$ cat config.mk
export PLATFORM = sky130hd
export DESIGN_NAME = xm_pipe_latch
export DESIGN_NICKNAME = d
export VERILOG_FILES = /design/src/rtl/xm_pipe_latch.sv
export SDC_FILE = /design/constraint.sdc
export NUM_CORES = 1
export LEC_CHECK = 0
export ABC_AREA = 1
export CORE_MARGIN = 4
export CORE_UTILIZATION = 42
export DETAILED_ROUTE_END_ITERATION = 10
export PLACE_DENSITY_LB_ADDON = 0.1
export REMOVE_ABC_BUFFERS = 1
export SYNTH_ARGS = -nofsm -noshare
export SYNTH_HDL_FRONTEND = slang
export SYNTH_SLANG_ARGS = --single-unit
$ cat constraint.sdc
create_clock -name clk -period 1.8 [get_ports clk]
set_input_delay 0.45 -clock clk [delete_from_list [all_inputs] [get_ports clk]]
set_output_delay 0.45 -clock clk [all_outputs]
set_load 0.03 [all_outputs]
$ cat src/rtl/xm_pipe_latch.sv
// Execute/memory pipeline register.
// Latches NUM_FIELDS words plus a valid bit between the execute and
// data-memory stages. The hazard unit can hold the latch (stall) or
// replace its contents with a bubble (flush).
// Two saturating counters record stalled cycles and bubbles entering the
// latch, so hazard behaviour can be observed while debugging.
//
// Datapath priority at each rising edge: reset > flush > stall > load.
// Counter priority at each rising edge: reset > cnt_clr > increment.
// Every output comes straight from a flop; no input reaches an output
// combinationally.
module xm_pipe_latch #(
   parameter int WIDTH      = 32,
   parameter int NUM_FIELDS = 3,
   parameter int CNT_WIDTH  = 16
) (
   input  logic                        clk,
   input  logic                        reset,
   input  logic                        stall,
   input  logic                        flush,
   input  logic                        in_valid,
   input  logic [NUM_FIELDS*WIDTH-1:0] data_in,
   input  logic                        cnt_clr,
   output logic                        out_valid,
   output logic [NUM_FIELDS*WIDTH-1:0] data_out,
   output logic [CNT_WIDTH-1:0]        stall_cnt,
   output logic [CNT_WIDTH-1:0]        bubble_cnt
);

   localparam int DW = NUM_FIELDS * WIDTH;
   localparam logic [CNT_WIDTH-1:0] CNT_MAX = '1;
   localparam logic [CNT_WIDTH-1:0] CNT_ONE = CNT_WIDTH'(1);

   logic [DW-1:0]        data_q, data_d;
   logic                 valid_q, valid_d;
   logic [CNT_WIDTH-1:0] stall_cnt_q, stall_cnt_d;
   logic [CNT_WIDTH-1:0] bubble_cnt_q, bubble_cnt_d;

   // Event qualifiers.
   // A flush wins over a stall, so a stalled-and-flushed edge counts only
   // as a bubble.
   // A stalled edge never counts as a bubble, even when in_valid is low.
   logic stall_evt;
   logic bubble_evt;
   assign stall_evt  = stall & ~flush;
   assign bubble_evt = flush | (~stall & ~in_valid);

   // Next-state datapath: the flush bubble is all zeros, which is the NOP
   // encoding of the IR.
   // Fields are captured even when in_valid is low.
   always_comb begin
      data_d  = data_q;
      valid_d = valid_q;
      if (flush) begin
         data_d  = '0;
         valid_d = 1'b0;
      end else if (!stall) begin
         data_d  = data_in;
         valid_d = in_valid;
      end
   end

   // Next-state counters: clear beats increment; increments stop at all-ones.
   always_comb begin
      stall_cnt_d  = stall_cnt_q;
      bubble_cnt_d = bubble_cnt_q;
      if (cnt_clr) begin
         stall_cnt_d  = '0;
         bubble_cnt_d = '0;
      end else begin
         if (stall_evt && (stall_cnt_q != CNT_MAX)) begin
            stall_cnt_d = stall_cnt_q + CNT_ONE;
         end
         if (bubble_evt && (bubble_cnt_q != CNT_MAX)) begin
            bubble_cnt_d = bubble_cnt_q + CNT_ONE;
         end
      end
   end

   // Latch register: reset discards any held or flushed contents.
   always_ff @(posedge clk) begin
      if (reset) begin
         data_q  <= '0;
         valid_q <= 1'b0;
      end else begin
         data_q  <= data_d;
         valid_q <= valid_d;
      end
   end

   // Performance counter registers.
   always_ff @(posedge clk) begin
      if (reset) begin
         stall_cnt_q  <= '0;
         bubble_cnt_q <= '0;
      end else begin
         stall_cnt_q  <= stall_cnt_d;
         bubble_cnt_q <= bubble_cnt_d;
      end
   end

   assign data_out   = data_q;
   assign out_valid  = valid_q;
   assign stall_cnt  = stall_cnt_q;
   assign bubble_cnt = bubble_cnt_q;

endmodule

==> flow_summary.toml, run 1 <==
[status]
status = "finished clean"

[sta]
finClkSkew_ps = 5.61
drv_slew = 0
report.final.setup_viol = 0
min_period_ps = 1730
relSlewSlack_pct = 72.9
holdWs_ps = 365
finalHoldViolCount = 0
rsz0062_at_grt = "no"
finalCritPeriodShare_pct = 96.0
fmax_mhz = 579
worst_pin_slew_ps = 406

[cells_and_area]
syn2layout_area_growth_pct = 57.9
nets = 1057
mostFrequentLayoutCell = "nand2_1"
antenna-diode-count = 0
final_cells = 1134
drive_gt1_share_pct = 8.49
fillers = 1075
layout_common_cells = "nand2_1, dfxtp_1, dlygate4sd2_1, a21oi_1, clkdlybuf4s50_1"

[pwr]
ir_worst_vdd_uv = 735
p_comb_share_pct = 10.5
total_power_mw = 7.32
p_switching_mw = 1.68
seqPwrFrac_pct = 40.5
switching_share_pct = 23.0
power.leakage_nw = 3.68
p_int_mw = 5.64
power_density_mw_per_mm2 = 885
power.share.clock_pct = 49.0

[global_routing]
antenna_found_initial = 0
grt_pass1_wl_microns = 27000
grt_max_degree = 95
grt.total_usage_pct = 23.6
grt-ovfl-total = 0
grt_pass1_vias = 5492

[routing]
detail_route.wl_per_cell_microns = 14.9
ant_nets = 0
drt_iter0_drc = 424
vias = 5602
avgViaCountPerCell = 4.94
drc = 0
drt_pass1_iterations = 5
routed_wl_microns = 17000

[clocking]
clockBufferDepth = 2
cts.reportedPaths.clkPinSlew_ps = 60
cts_setup_buffers = 0
cts_hold_buf = 0
numCtsBuffers = 17
cts_max_level = 4
clock_latency_ps = 410
cts_root_buf = "clkbuf_16"
cts_tree = "done"
clock_sinks = 129

[worst_setup_path]
critical_path_class = "register to primary output"
crit_start = "bubble_cnt[9]"
path_cells = "clkdlybuf4s15_1"
crit_buf_inv = 1
end_kind = "primary output"
crit_slowest_cell = "dfxtp_1"
critical_path_peak_fanout = 6
slowest_delay_ps = 460
startpoint_type = "register"
cp_num_cells = 1
ff2ff_path_depth = 8
reg2reg_from = "stall_cnt[0]"
required_ps = 1350
arrival_ps = 1280
critPathTopFamily = "flip-flops"

[min_path]
min_from = "stall"
hold_path_depth = 3
holdCritPathClass = "primary input to register"

[floorplanning]
core_area_sq_mm = 0.0121
start_util_pct = 43.3
fp.dieW_microns = 120
rows = 40
ios = 231
die_h_microns = 120
dieArea_sq_mm = 0.0143

[synthesis]
syn_inst = 718
synth_seq_area_share_pct = 49.3
ys_types = 30
synth_area_sq_mm = 0.00524
yosysTopAreaCell = "dfxtp_1"
ys_seq_elements = 129
yosysWarningCount = 0
synth.area.top_cells = "dfxtp_1, nand2_1, a21oi_1, nor2_1, nand3_1"
synth_top_area_share_pct = 49.3
syn_area_per_cell_sq_um = 7.30

[placed_design]
finalWeightedCongestion = 0.878
place_inst = 1102
io_buffer_count = 230
hpwl_microns = 12300

[job]
drv_cap = 0
synthesized netlist by cell type:
master / count
ha_1: 2
a21oi_1: 119
inv_2: 3
buf_4: 1
o21ai_0: 6
dfxtp_1: 129
buf_2: 7
clkbuf_1: 22
nand3_2: 4
nor2_2: 4
nand4_2: 1
clkinv_1: 1
nand3b_1: 2
nand4_4: 1
o21ai_4: 2
nand4_1: 5
nor2_4: 6
nand2_2: 5
nor3_1: 5
buf_6: 3
nand2_4: 2
nand3_1: 24
nor2_1: 70
xnor2_1: 1
clkbuf_4: 1
inv_1: 22
xor2_1: 2
buf_1: 1
and2_1: 1
nand2_1: 266
worst min-delay path, cell delays in order:
cell	delay, ps
buf_4	160
nand2_1	60
a21oi_1	50
through the flow:
stage / utilization, % / setup WS, ps / area [sq um] / setup TNS (ps)
after floorplan: - / -490 / 5070 / -47020
after global placement: 64.5 / -46.0 / 7810 / -98.1
after detailed placement: 64.5 / -50.2 / 7810 / -334
after CTS: 68.3 / 16.3 / 8270 / 0
after global routing: 68.3 / 16.1 / 8270 / 0
final: 68.3 / 72.2 / 8270 / 0
power by group through the flow:
stage	Clock, mW	Combinational, mW	Sequential, mW
6_report	3.59	0.768	2.97
5_1_grt	3.74	0.828	2.98
4_1_cts	3.63	0.775	2.97
3_5_place_dp	0	0.820	3.03
3_3_place_gp	0	0.808	3.03
2_1_floorplan	0	0.188	3.17
cell families after synthesis:
| kind of cell | after synthesis | share of synthesized area [%] |
|---|---|---|
| xor+xnor | 3 | 0.502 |
| simple gates | 396 | 32.1 |
| fa+ha+maj | 2 | 0.478 |
| flops | 129 | 49.3 |
| buf+inv | 61 | 5.11 |
| compound gates | 127 | 12.6 |
path summary, 6_finish.rpt:
check	endpoint	slack, ps
max	bubble_cnt[9]	70
min	data_out[28]	370
max reg2reg	stall_cnt[11]	220
min reg2reg	data_out[28]	460
flip-flops by register name, summed over array words and instances (netlist names):
signal / count
data_out: 96
out_valid: 1
bubble_cnt: 16
stall_cnt: 16
cell type report:
type                       count  area (sq um)  area share [%]
clock buffer                  23           498            6.02
tap                          168           210            2.54
multi-input combinational    528          2400            29.0
sequential                   129          2580            31.2
timing repair buffer         251          2360            28.5
inverter                      26          97.6            1.18
clock inverter                 9           126            1.53
what timing repair did:
action	CTS	global route
endpoints found under the setup margin	129	1
endpoints found under the hold margin	0	0
gates resized for setup	129	1
layer usage:
| layer | track usage [%] | vias up | wire (microns) |
|---|---|---|---|
| met1 | 24.0 | 2553 | 6160 |
| met2 | 41.2 | 236 | 8540 |
| met5 | 0 | - | 0 |
| li1 | - | 2774 | - |
| met4 | 11.0 | 0 | 547 |
| met3 | 11.1 | 39 | 1700 |
Note: power is estimated with default switching activity, not from simulation.
==> inputs of run 2 (changes only) <==
- SETUP_SLACK_MARGIN: default -> 0.5
==> flow_summary.toml, run 2 (synthesized netlist as in run 1, its figures left out) <==
[status]
status = "finished clean"

[clocking]
cts_tree = "done"
cts_max_level = 4
clockBufferDepth = 2
cts.reportedPaths.clkPinSlew_ps = 60
clock_sinks = 129
clock_latency_ps = 410
cts_hold_buf = 0
numCtsBuffers = 17
cts_root_buf = "clkbuf_16"

[sta]
rsz0062_at_grt = "yes"
drv_slew = 0
finalCritPeriodShare_pct = 86.0
worst_pin_slew_ps = 400
finalHoldViolCount = 0
fin_ws_ps = 251
min_period_ps = 1550
report.final.setup_viol = 0
holdWs_ps = 363
fmax_mhz = 646
finClkSkew_ps = 5.01
relSlewSlack_pct = 73.4

[floorplanning]
core_area_sq_mm = 0.0121
fp.dieW_microns = 120
rows = 40
ios = 231
dieArea_sq_mm = 0.0143
die_h_microns = 120
start_util_pct = 43.3

[worst_setup_path]
critical_path_peak_fanout = 4
path_common_cell = "nor2_1"
arrival_ps = 1840
required_ps = 2090
end_kind = "register"
path_cells = "ha_4, nand2_1, nor2_2, nand2_2, nor2_4, nor2_1, nor2_1, nor2_1"
crit_slowest_cell = "dfxtp_4"
crit_buf_inv = 0
critPathTopFamily = "simple AND/OR/NAND/NOR gates"
critical_path_class = "register to register"
startpoint_type = "register"
slowest_delay_ps = 380
crit_start = "bubble_cnt[1]"
reg2reg_from = "bubble_cnt[1]"

[pwr]
p_int_mw = 5.72
total_power_mw = 7.45
power.leakage_nw = 3.92
switching_share_pct = 23.2
p_switching_mw = 1.73
power_density_mw_per_mm2 = 773
ir_worst_vdd_uv = 752
power.share.clock_pct = 48.2
seqPwrFrac_pct = 39.9
p_comb_share_pct = 11.9

[cells_and_area]
layout_common_cells = "nand2_1, buf_6, dfxtp_2, a21oi_1, clkdlybuf4s50_1"
syn2layout_area_growth_pct = 84.0
final_area_sq_mm = 0.00964
fillers = 792
largest_reg_flops = 96
antenna-diode-count = 0
drive_gt1_share_pct = 44.9
mostFrequentLayoutCell = "nand2_1"
post-route-util_pct = 79.6
nets = 1119

[routing]
avgViaCountPerCell = 5.10
ant_nets = 0
routed_wl_microns = 20100
drt_pass1_iterations = 5
drt_iter0_drc = 515
detail_route.wl_per_cell_microns = 16.8
drc = 0
vias = 6101

[global_routing]
grt_max_degree = 95
grt_pass1_vias = 5802
antenna_found_initial = 0
grt_pass1_wl_microns = 29200
grt.total_usage_pct = 25.7
grt-ovfl-total = 0

[min_path]
holdCritPathClass = "primary input to register"
min_from = "stall"

[placed_design]
finalWeightedCongestion = 0.878
hpwl_microns = 12300
io_buffer_count = 230
post-place-ws_ps = -50.2
place_area_sq_mm = 0.00781

[job]
drv_cap = 0
## run 2: changes by cell type in the layout (fill, tap and decap cells not counted), sizes merged
cell / change
dlymetal6s2s: +1
nand4: +1
buf: +189
nand3: +1
dlygate4sd2: -128
clkdlybuf4s50: -1
clkdlybuf4s15: -1
## run 2: final timing paths
path | endpoint | slack [ps] | cells after the start
worst max-delay path | bubble_cnt[6] | 250 | 8
worst min-delay path | data_out[28] | 360 | 3
worst max register to register | bubble_cnt[6] | 250 | 8
worst min register to register | data_out[84] | 470 | 2
## run 2: area by class of cell
class	instances	area (sq um)	area share, %
clock buffer	23	498	5.17
timing repair buffer	311	3180	33.0
sequential	129	2800	29.0
clock inverter	9	126	1.31
inverter	26	110	1.14
tap	168	210	2.18
multi-input combinational	530	2720	28.2
## run 2: power by group through the flow
stage	combinational [mW]	clock (mW)	sequential (mW)
global route	0.945	3.75	2.98
floorplan	0.188	0	3.17
finish	0.885	3.59	2.97
CTS	0.852	3.63	2.97
detailed placement	0.820	0	3.03
global placement	0.808	0	3.03
## run 2: layer usage
| layer | wire, microns | share of wire (%) | track usage [%] |
|---|---|---|---|
| met4 | 650 | 3.2 | 10.6 |
| met3 | 1930 | 9.6 | 11.2 |
| met5 | 0 | 0 | 0 |
| met1 | 6910 | 34 | 25.2 |
| met2 | 10600 | 53 | 46.9 |
## run 2: metrics by stage
stage	std cells	TNS, ps
floorplan	683	-47020
global placement	1102	-98.1
detailed placement	1102	-334
CTS	1160	0
global route	1196	0
finish	1196	0
## run 2: what timing repair did
item | 4_1_cts | 5_1_grt
endpoints found under the setup margin | 161 | 161
resized for setup | 1046 | 106
buffers inserted | 24 | 36
cloned | 2 | 0
pin swaps | 16 | 30
## run 2: worst min-delay path: stages
cell	delay, ps
buf_4	160
nand2_1	60
a21oi_1	50
